## config.mk

```make
export PLATFORM = sky130hd
export DESIGN_NAME = logic_sweep_unit
export DESIGN_NICKNAME = d
export VERILOG_FILES = /design/src/rtl/logic_sweep_unit.sv
export SDC_FILE = /design/constraint.sdc
export NUM_CORES = 1
export LEC_CHECK = 0
export CAP_MARGIN = 20
export CORE_MARGIN = 5
export CORE_UTILIZATION = 49
export CTS_CLUSTER_SIZE = 10
export DETAILED_ROUTE_END_ITERATION = 8
export HOLD_SLACK_MARGIN = 0.03
export PLACE_DENSITY = 0.81
export SYNTH_ARGS = -nofsm -noshare
export SYNTH_HDL_FRONTEND = slang
export SYNTH_SLANG_ARGS = --single-unit
```

## constraint.sdc

```tcl
create_clock -name clk -period 2.05 [get_ports clk]
set_input_delay 0.41 -clock clk [delete_from_list [all_inputs] [get_ports clk]]
set_output_delay 0.41 -clock clk [all_outputs]
set_load 0.01 [all_outputs]
```

## src/rtl/logic_sweep_unit.sv

```systemverilog
// Sweeps every {x,y} operand pair through a latched 2-input truth table, one result per handshake.
// Define LSU_ONES_EN to add the "ones" output, a running popcount of all accepted results.
module logic_sweep_unit #(
    parameter int WIDTH = 4
) (
    input  logic             clk,
    input  logic             rst_n,
    input  logic             start,
    input  logic [3:0]       func,
    input  logic             ready,
    output logic [WIDTH-1:0] x,
    output logic [WIDTH-1:0] y,
    output logic [WIDTH-1:0] s,
    output logic             valid,
    output logic             busy,
    output logic             done
`ifdef LSU_ONES_EN
    ,
    output logic [2*WIDTH+3:0] ones
`endif
);

    localparam int CW = 2 * WIDTH;

    typedef enum logic [1:0] {
        IDLE = 2'd0,
        RUN  = 2'd1,
        DONE = 2'd2
    } state_t;

    state_t          state_q, state_d;
    logic [3:0]      func_q, func_d;
    logic [CW-1:0]   xy_q, xy_d;
    logic [WIDTH-1:0] s_q, s_d;
    logic            load;
    logic            handshake;
    logic            last;

    function automatic logic [WIDTH-1:0] applyFunc(input logic [3:0]       tt,
                                                   input logic [WIDTH-1:0] a,
                                                   input logic [WIDTH-1:0] b);
        logic [WIDTH-1:0] r;
        r = '0;
        for (int i = 0; i < WIDTH; i++) begin
            r[i] = tt[{a[i], b[i]}];
        end
        return r;
    endfunction

    assign load      = (state_q == IDLE) && start;
    assign handshake = (state_q == RUN) && ready;
    assign last      = &xy_q;

    always_ff @(posedge clk) begin
        if (!rst_n) begin
            state_q <= IDLE;
        end else begin
            state_q <= state_d;
        end
    end

    always_comb begin
        state_d = state_q;
        unique case (state_q)
            IDLE:    if (start) state_d = RUN;
            RUN:     if (handshake && last) state_d = DONE;
            DONE:    state_d = IDLE;
            default: state_d = IDLE;
        endcase
    end

    always_comb begin
        valid = 1'b0;
        busy  = 1'b0;
        done  = 1'b0;
        unique case (state_q)
            RUN: begin
                valid = 1'b1;
                busy  = 1'b1;
            end
            DONE: begin
                busy = 1'b1;
                done = 1'b1;
            end
            default: ;
        endcase
    end

    // s is precomputed for the operands about to be shown, so it is valid in the same cycle as x/y.
    always_comb begin
        func_d = func_q;
        xy_d   = xy_q;
        s_d    = s_q;
        if (load) begin
            func_d = func;
            xy_d   = '0;
            s_d    = applyFunc(func, '0, '0);
        end else if (handshake && !last) begin
            xy_d = xy_q + CW'(1);
            s_d  = applyFunc(func_q, xy_d[CW-1:WIDTH], xy_d[WIDTH-1:0]);
        end
    end

    always_ff @(posedge clk) begin
        if (!rst_n) begin
            func_q <= '0;
            xy_q   <= '0;
            s_q    <= '0;
        end else begin
            func_q <= func_d;
            xy_q   <= xy_d;
            s_q    <= s_d;
        end
    end

    assign x = xy_q[CW-1:WIDTH];
    assign y = xy_q[WIDTH-1:0];
    assign s = s_q;

`ifdef LSU_ONES_EN
    logic [CW+3:0] ones_q, ones_d;

    function automatic logic [CW+3:0] popcount(input logic [WIDTH-1:0] v);
        logic [CW+3:0] c;
        c = '0;
        for (int i = 0; i < WIDTH; i++) begin
            c = c + (CW+4)'(v[i]);
        end
        return c;
    endfunction

    // Counts the result being accepted, i.e. the s visible before the handshake edge.
    always_comb begin
        ones_d = ones_q;
        if (load) begin
            ones_d = '0;
        end else if (handshake) begin
            ones_d = ones_q + popcount(s_q);
        end
    end

    always_ff @(posedge clk) begin
        if (!rst_n) begin
            ones_q <= '0;
        end else begin
            ones_q <= ones_d;
        end
    end

    assign ones = ones_q;
`endif

endmodule

```

# Word level (Yosys, flattened, before mapping)
# Cells that the tools add are included.
# classes
addsub	1
n_bitwise	1
n_lt_le_gt_ge	4
reduce_logical	11
eq_ne	4
n_mux	16
# ops
cell	n
$lt A2 B3 Y1 const B	4
$add A8 B1 Y8 const B	1
$bmux W1 S2	4
$mux W4	2
$reduce_and A8 Y1	1
$mux W1	7
$logic_and A1 B1 Y1	4
$mux W2	2
$pmux W2 S2	1
$reduce_or A2 Y1	2
$eq A2 B1 Y1 const B	1
$eq A2 B2 Y1 const B	1
$logic_not A2 Y1	1
$ne A2 B1 Y1 const B	1
$ne A2 B2 Y1 const B	1
$reduce_and A2 Y1	1
$reduce_bool A2 Y1	1
$logic_not A1 Y1	1
$not A1 Y1	1
# totals
input_bits	8
word_cells	41
output_inout_bits	15
regBits	18

# Longest topological paths before layout
# Gate-level depths: netlist of the first run.
# logic_depth
depth_word	5
ltp_mapped	7
mapped_depth_nobuf	7

# Worst setup path before layout of the first run
# OpenSTA, ideal clock, no wires.
# synth_timing
path_type	register -> register
startpoint	register xy_q[0]
endpoint	register s_q[0] (netlist: s[0])
arrival_ns	1.734
stages_incl_launch_ff	8
setup_ns	0.135
path_buffers	1
synth_period_minus_slack_ns	1.869
path_slack_ns	0.181
required_time_ns	1.915
cell_sequence	dfxtp_1 -> ha_1 -> and3_1 -> buf_4 -> xnor2_1 -> mux4_2 -> nand2_1 -> a21oi_1
# synth_between
elab_chain_len	5
elab_cells_between_ends	9
classes_between	add/sub (1); mux (4); reduce/logical (4)
# synth_rtl
element	line	text
start, declared	33	logic [CW-1:0] xy_q, xy_d;
start signal, assigned	111	xy_q <= xy_d;
$add A8 B1 Y8	99	xy_d = xy_q + CW'(1);
$bmux W1 S2	45	r[i] = tt[{a[i], b[i]}];
$mux W1 (not written as such)	45	
$mux W4	98	end else if (handshake && !last) begin
$mux W4	94	if (load) begin
end signal, assigned	108	s_q <= '0;
end signal, assigned	112	s_q <= s_d;
end, declared	34	logic [WIDTH-1:0] s_q, s_d;
# Parallel ways exist; a longest one is shown, timed or not. The select of a mux whose other input is x is not followed.
# A chain may end at the register's enable or synchronous reset.

# Final worst setup path of the first run
# layout_timing
startpoint	register xy_q[7]
endpoint	output x[3]
# layout_rtl
element	line	text
end, declared	11	output logic [WIDTH-1:0] x,
# No word-level cell between the ends.

==> results.yml, run 1 <==
critical_path:
  arrival_ns: 1.45
  crit_chain: "clkdlybuf4s50_1"
  r2r-start: "xy_q[0]"
  cp-end-kind: "output pin"
  slowest_stage: "clkdlybuf4s50_1"
  worstPathRequired_ns: 1.64
  critPathKind: "flip-flop to output pin"
  cp-start-kind: "flip-flop"
  critPathLaunch: "xy_q[7]"
  worstPathMaxFanout: 9
  cpPeakStageDelay_ns: 0.61
  cpLargestDelayFamily: "buffers and inverters"
  path_buf_inv: 1
  r2r_setup_slack_ns: 0.23
yosys:
  synth_ff_type: "dfxtp_1"
  ys_warn_count: 0
  synthTopCellsByArea: "dfxtp_1, nand2_1, ha_1, mux4_2, xnor2_1"
  synth_area_um2: 1050
  synth_top_area_frac: 0.344
  ys_types: 28
  async_reset_ff_frac: 0
  synth-seq-area-share: 0.344
  synth_edf_count: 0
  synth_top_area_cell: "dfxtp_1"
  ys_seq_elements: 18
  postSynthCellCount: 123
  synth_nets: 137
  syn_avg_cell_area_um2: 8.51
route:
  drt_wl_total_um: 2560
  met2WireLength_um: 1330
  dr_wl_met3_um: 141
  top_layer: "met4"
  drc: 0
  final_antenna_net_count: 0
  wl_per_cell_um: 14.6
  wl_met1_um: 1040
  drt_iter0_drc: 22
  via_per_inst: 5.61
  drt_pass1_iterations: 4
  via_count: 987
finish:
  final_common_cell: "nand2_1"
  nFillCells: 174
  drive_gt1_frac: 0.107
  multi_input_area_um2: 656
  regArea_um2: 362
  n_antenna_cell: 0
  nets: 164
  syn_to_final_growth_pct: 29.6
  mostFrequentLayoutCells: "nand2_1, clkdlybuf4s50_1, dfxtp_1"
clocking:
  cts_buffers: 3
  cts.sinks: 18
  clk_latency_ns: 0.30
  htreeDepth: 1
  cts_resized: 0
  clkTransAtPathRegs_ns: 0.11
  cts_buffer_depth: 2
  tritoncts: "done"
  cts_hold_buf: 0
  cts_setup_buffers: 0
  root_buffer: "clkbuf_4"
power_and_ir_drop:
  seq_power_share: 0.415
  switching_share: 0.349
  powerDensity_nw_per_um2: 821
  power.internal_uw: 726
  clkPwrFrac: 0.202
  leakage_nw: 0.512
  power.total_mw: 1.11
  p_sw_uw: 389
  max-vdd-ir-drop_mv: 0.609
  pwr-share-comb: 0.383
timing:
  hold_viol_final: 0
  period_minus_slack_ns: 1.86
  worst-slew-pin-transition_ns: 0.506
  rsz0062_at_grt: "false"
  setup_ws_ns: 0.189
  finalSetupViolCount: 0
  min_period_over_period: 0.908
  report.final.slew_viol_count: 0
  slew_headroom: 0.659
  tns_ns: 0
  whs_ns: 0.492
  clock.fmax_mhz: 537
  finClkSkew_ns: 0.00933
grt:
  grt_use_total: 0.168
  grt_pass1_wl_um: 4310
  grt-ovfl-total: 0
  grt_pass1_vias: 949
  antenna_found_initial: 0
  grt_max_degree: 11
placed_design:
  place_ws_ns: 0.114
  routabilityCongestion: 0.807
  portBuffers: 22
  place_hpwl_um: 1910
floorplan:
  start_util: 0.523
  die_h_um: 56.2
  coreArea_um2: 2000
  ios: 23
  rows: 16
  die_width_um: 56.2
  die_area_um2: 3160
run_status:
  status: "finished clean"
hold_path:
  hp-class: "flip-flop to flip-flop"
  hold_start: "state_q[1]"
flow_run:
  drv_cap: 0
-- sequential cells by signal (all words and copies together), names as in the netlist --
signal   flops
s            4
func_q       4
state_q      2
xy_q         8
-- stage by stage --
stage | instances | utilization | cell area [µm²]
global placement | 172 | 0.656 | 1310
finish | 176 | 0.678 | 1360
CTS | 176 | 0.674 | 1350
detailed placement | 172 | 0.656 | 1310
floorplan | 123 | - | 1050
global route | 176 | 0.678 | 1360
-- cells by family after synthesis --
kind of cell | synth area share
and+or+nand+nor | 0.226
muxes | 0.103
AOI/OAI and AO/OA | 0.140
adders and majority gates | 0.0717
DFF | 0.344
buffers and inverters | 0.0323
xor gates and xnor gates | 0.0836
-- cell usage after synthesis, types with 2 or more instances --
master    instances
and3_1            4
a21boi_0          4
a21oi_1           6
a211oi_1          2
mux2i_1           4
ha_1              6
inv_1             2
mux4_2            3
nor3_1            3
dfxtp_1          18
buf_4             2
xor2_1            4
o21ai_0           4
nand3_1           6
nor2_1           13
clkbuf_1          3
xnor2_1           6
nand4_1           2
nand2_1          22
-- area by class of cell --
class / instances / area share
Timing Repair Buffer: 27 / 0.194
Clock buffer: 4 / 0.0267
Tap cell: 27 / 0.0249
Inverter: 2 / 0.00553
Multi-Input combinational cell: 98 / 0.483
Sequential cell: 18 / 0.266
-- worst paths after layout --
| path | end | cells after the start |
|---|---|---|
| worst max-delay path | x[3] | 1 |
| worst min-delay path | state_q[1] | 2 |
| worst max register to register | s[3] | 7 |
| worst min register to register | state_q[1] | 2 |
-- power by group through the flow --
stage / sequential (mW) / clock (mW) / combinational (mW)
finish: 0.463 / 0.225 / 0.427
global route: 0.470 / 0.244 / 0.484
CTS: 0.460 / 0.230 / 0.438
detailed placement: 0.468 / 0 / 0.434
global placement: 0.464 / 0 / 0.417
floorplan: 0.466 / 0 / 0.244
-- layer usage --
metal  up-vias  GRT usage
met4         0     0.0712
li1        480          -
met2        32      0.290
met1       469      0.201
met3         6     0.0325
met5         -          0
No activity file was read; power rests on OpenSTA's default activity.
==> inputs of run 2 (changes only) <==
--- a/config.mk
+++ b/config.mk
@@ -5,13 +5,12 @@
 export SDC_FILE = /design/constraint.sdc
 export NUM_CORES = 1
 export LEC_CHECK = 0
-export CAP_MARGIN = 20
 export CORE_MARGIN = 5
-export CORE_UTILIZATION = 49
+export CORE_UTILIZATION = 44
 export CTS_CLUSTER_SIZE = 10
 export DETAILED_ROUTE_END_ITERATION = 8
 export HOLD_SLACK_MARGIN = 0.03
-export PLACE_DENSITY = 0.81
+export PLACE_DENSITY = 0.77
 export SYNTH_ARGS = -nofsm -noshare
 export SYNTH_HDL_FRONTEND = slang
 export SYNTH_SLANG_ARGS = --single-unit
==> constraint.sdc (replaced) <==
create_clock -name clk -period 1.5 [get_ports clk]
set_input_delay 0.3 -clock clk [delete_from_list [all_inputs] [get_ports clk]]
set_output_delay 0.3 -clock clk [all_outputs]
set_load 0.01 [all_outputs]
==> run 2 against run 1 <==
  * Critical path type is now flip-flop to flip-flop
  * Clock power increased by 20%
  * Register-to-register slack lost 0.41 ns
  * The run now ends with setup timing left
  * Die area is 9.3% higher
  * Routed wire length rose by 34%
  * Clock skew shrank 0.0033 ns
==> results.yml, run 2 (synthesis gave the netlist of run 1 again) <==
critical_path:
  slowest_stage: "mux4_2"
  worstPathRequired_ns: 1.70
  critPathKind: "flip-flop to flip-flop"
  cpPeakStageDelay_ns: 0.52
  crit_chain: "and3_4 -> nand3_4 -> xnor2_2 -> mux4_2 -> o21a_1"
  cp-end-kind: "flip-flop"
  cp-start-kind: "flip-flop"
  arrival_ns: 1.88
  worstPathMaxFanout: 5
floorplan:
  rows: 17
  die_width_um: 58.8
  coreArea_um2: 2230
  start_util: 0.469
  die_h_um: 58.8
  ios: 23
  die_area_um2: 3460
clocking:
  tritoncts: "done"
  cts_buffers: 3
  clkTransAtPathRegs_ns: 0.11
  cts.sinks: 18
  cts_buffer_depth: 2
  clk_latency_ns: 0.30
  root_buffer: "clkbuf_4"
  htreeDepth: 1
power_and_ir_drop:
  leakage_nw: 0.760
  powerDensity_nw_per_um2: 976
  power.total_mw: 1.73
  max-vdd-ir-drop_mv: 0.857
timing:
  tns_ns: -0.726
  slew_headroom: 0.755
  min_period_over_period: 1.12
  report.final.slew_viol_count: 0
  period_minus_slack_ns: 1.68
  hold_viol_final: 0
  finClkSkew_ns: 0.00600
  worst-slew-pin-transition_ns: 0.367
  whs_ns: 0.534
  setup_ws_ns: -0.178
  rsz0062_at_grt: "true"
  clock.fmax_mhz: 596
  finalSetupViolCount: 8
placed_design:
  place_hpwl_um: 2200
  place_ws_ns: -0.224
  portBuffers: 22
  placed_cells: 196
  routabilityCongestion: 0.896
route:
  met2WireLength_um: 1830
  dr_wl_met3_um: 196
  wl_met1_um: 1310
  drc: 0
  drt_iter0_drc: 40
  drt_wl_total_um: 3450
  via_count: 1156
  via_per_inst: 5.61
  final_antenna_net_count: 0
  drt_pass1_iterations: 6
  wl_per_cell_um: 16.7
  top_layer: "met4"
grt:
  grt_use_total: 0.211
  grt_pass1_vias: 1216
  grt_max_degree: 11
  grt-ovfl-total: 0
  antenna_found_initial: 0
  grt_pass1_wl_um: 5640
finish:
  nets: 193
  largest-register: "xy_q"
  mostFrequentLayoutCells: "buf_4, nand2_1, nor2_1"
  n_antenna_cell: 0
  largest_reg_flops: 8
  syn_to_final_growth_pct: 68.9
  fin_cells: 206
  final_common_cell: "buf_4"
  nFillCells: 148
  drive_gt1_frac: 0.433
hold_path:
  hp-class: "flip-flop to flip-flop"
flow_run:
  drv_cap: 0
run_status:
  status: "finished with violations"
  failed_checks: "setup timing"
[run 2: changes by cell type in the layout (fill, tap and decap cells not counted), sizes merged]
cell / change
clkdlybuf4s15: +1
buf: +31
dlymetal6s2s: +2
clkdlybuf4s50: -13
clkbuf: +1
dlygate4sd2: +7
[run 2: worst paths after layout]
kind / from / to / slack, ns / cells after the start
max: xy_q[1] / s[1] / -0.18 / 5
min: s[3] / s[3] / 0.53 / 2
max reg2reg: xy_q[1] / s[1] / -0.18 / 5
min reg2reg: s[3] / s[3] / 0.53 / 2
[run 2: layout make-up]
type / instances / area, µm² / area share
Tap cell: 28 / 35.0 / 0.0198
Sequential cell: 18 / 385 / 0.218
Clock buffer: 4 / 26.3 / 0.0149
Multi-Input combinational cell: 98 / 835 / 0.472
Timing Repair Buffer: 56 / 480 / 0.272
Inverter: 2 / 7.51 / 0.00424
[run 2: per-stage QoR]
stage	instance area, µm²	utilization
2_1_floorplan	1100	-
3_3_place_gp	1540	0.687
3_5_place_dp	1540	0.687
4_1_cts	1670	0.748
5_1_grt	1770	0.792
6_report	1770	0.792
[run 2: worst max-delay path, delay by kind of cell (launching register included)]
kind | cells | cell delay, ns
AO/OA/AOI/OAI | 1 | 0.19
XOR/XNOR | 1 | 0.19
flip-flops | 1 | 0.40
multiplexers | 1 | 0.52
AND/OR/NAND/NOR | 2 | 0.27
[run 2: repair_timing]
item	4_1_cts	5_1_grt
hold buffers	0	0
buffers inserted	4	2
resized for setup	43	23
pin swaps	17	10
endpoints found under the setup margin	24	20
[run 2: where the power goes]
part	internal [mW]	switching, mW
clock network	0.104	0.167
logic	0.439	0.420
registers	0.549	0.0475
[run 2: per-layer routing]
layer | up-vias | track usage
met5 | - | 0
met4 | 0 | 0.107
met3 | 14 | 0.0373
met2 | 49 | 0.372
met1 | 553 | 0.240
li1 | 540 | -
==> inputs of run 3 (changes only) <==
--- a/config.mk
+++ b/config.mk
@@ -11,6 +11,7 @@
 export DETAILED_ROUTE_END_ITERATION = 8
 export HOLD_SLACK_MARGIN = 0.03
 export PLACE_DENSITY = 0.77
+export RECOVER_POWER = 100
 export SYNTH_ARGS = -nofsm -noshare
 export SYNTH_HDL_FRONTEND = slang
 export SYNTH_SLANG_ARGS = --single-unit
==> run 3 against run 2 <==
  * The run ends with DRC, setup timing left
  * Sequential cell count stayed put
  * Sequential share of layout area is 0.12 points higher
  * Sequential power hardly changed
  * Die area stayed put
  * Core utilization is 0.45 points lower
  * Global-route usage stayed put
  * Cell count stayed put
  * Maximum frequency hardly changed
==> results.yml, run 3 (synthesis gave the netlist of run 1 again) <==
clocking:
  clkTransAtPathRegs_ns: 0.11
  cts_buffers: 3
  cts_buffer_depth: 2
  cts.sinks: 18
  root_buffer: "clkbuf_4"
  cts_hold_buf: 0
  tritoncts: "done"
  clk_latency_ns: 0.30
  htreeDepth: 1
floorplan:
  rows: 17
  start_util: 0.469
  die_area_um2: 3460
  ios: 23
  die_h_um: 58.8
  coreArea_um2: 2230
  die_width_um: 58.8
route:
  wl_per_cell_um: 16.8
  final_antenna_net_count: 0
  wl_met1_um: 1320
  drt_pass1_iterations: 6
  drt_wl_total_um: 3460
  via_count: 1156
  dr_wl_met3_um: 196
  via_per_inst: 5.61
  drt_iter0_drc: 40
  top_layer: "met4"
  met2WireLength_um: 1830
  drc: 2
finish:
  largest_reg_flops: 8
  final_common_cell: "buf_4"
  drive_gt1_frac: 0.433
  largest-register: "xy_q"
  n_antenna_cell: 0
  nets: 193
  fin_cells: 206
  syn_to_final_growth_pct: 68.0
  mostFrequentLayoutCells: "buf_4, nand2_1, nor2_1"
  design_area_um2: 1760
run_status:
  failed_checks: "DRC, setup timing"
  status: "finished with violations"
timing:
  hold_viol_final: 0
  slew_headroom: 0.755
  rsz0062_at_grt: "true"
  clock.fmax_mhz: 596
  period_minus_slack_ns: 1.68
  whs_ns: 0.537
  worst-slew-pin-transition_ns: 0.367
  min_period_over_period: 1.12
  finClkSkew_ns: 0.00628
  report.final.slew_viol_count: 0
  finalSetupViolCount: 8
  setup_ws_ns: -0.177
grt:
  grt_use_total: 0.211
  grt-ovfl-total: 0
  antenna_found_initial: 0
  grt_max_degree: 11
  grt_pass1_vias: 1216
  grt_pass1_wl_um: 5640
critical_path:
  crit_chain: "and3_4 -> nand3_4 -> xnor2_2 -> mux4_2 -> o21a_1"
  critPathKind: "flip-flop to flip-flop"
  worstPathRequired_ns: 1.70
  r2r_setup_slack_ns: -0.18
  slowest_stage: "mux4_2"
  cpPeakStageDelay_ns: 0.52
  worstPathMaxFanout: 5
  arrival_ns: 1.88
  cp-end-kind: "flip-flop"
  cp-start-kind: "flip-flop"
power_and_ir_drop:
  leakage_nw: 0.698
  powerDensity_nw_per_um2: 981
  max-vdd-ir-drop_mv: 0.858
placed_design:
  place_hpwl_um: 2200
  postPlaceCellArea_um2: 1540
  routabilityCongestion: 0.896
  portBuffers: 22
  place_ws_ns: -0.224
  placed_cells: 196
flow_run:
  drv_cap: 0
hold_path:
  hp-class: "flip-flop to flip-flop"
-- run 3: cell count changes in the layout (fill, tap and decap cells not counted) --
| cell | previous run | this run |
|---|---|---|
| dlymetal6s2s_1 | 4 | 0 |
| clkdlybuf4s25_1 | 0 | 4 |
-- run 3: repair_timing --
action | 4_1_cts | 5_1_grt
pin swaps | 17 | 10
gates cloned | 0 | 0
setup endpoints to repair | 24 | 20
setup buffers | 4 | 2
gates resized for setup | 43 | 23
-- run 3: path summary, 6_finish.rpt --
kind	from	end	cells after the start
setup / recovery	xy_q[1]	s[1]	5
hold / removal	s[3]	s[3]	2
setup reg to reg	xy_q[1]	s[1]	5
hold reg to reg	s[3]	s[3]	2
-- run 3: metrics by stage --
| stage | power (mW) | setup TNS [ns] | util |
|---|---|---|---|
| 6_report | 1.73 | -0.728 | 0.788 |
| 5_1_grt | 1.84 | -1.27 | 0.788 |
| 4_1_cts | 1.66 | -0.452 | 0.748 |
| 3_5_place_dp | 1.38 | -1.60 | 0.687 |
| 3_3_place_gp | 1.35 | -1.11 | 0.687 |
| 2_1_floorplan | 0.973 | -0.541 | - |
-- run 3: report_power, final --
part / internal (mW) / leakage, nW / switching, mW
clock network: 0.104 / 0.0150 / 0.167
registers: 0.549 / 0.153 / 0.0486
logic: 0.436 / 0.531 / 0.422
total: 1.09 / 0.698 / 0.638
-- run 3: routing by layer --
layer  track usage  vias up
met5             0        -
met4         0.107        0
met3        0.0373       14
met2         0.372       48
met1         0.240      554
li1              -      540
-- run 3: critical path: cells and delay by family, from the launching register on --
family | cells | cell delay, ns
muxes | 1 | 0.52
DFF | 1 | 0.40
and+or+nand+nor | 2 | 0.27
xor gates and xnor gates | 1 | 0.19
AOI/OAI and AO/OA | 1 | 0.19
-- run 3: final cells by class --
cell class	instances	area, µm²
multi-input combinational	98	835
fill	151	474
clock buffer	4	26.3
inverter	2	7.51
sequential	18	385
timing repair buffer	56	470
tap	28	35.0
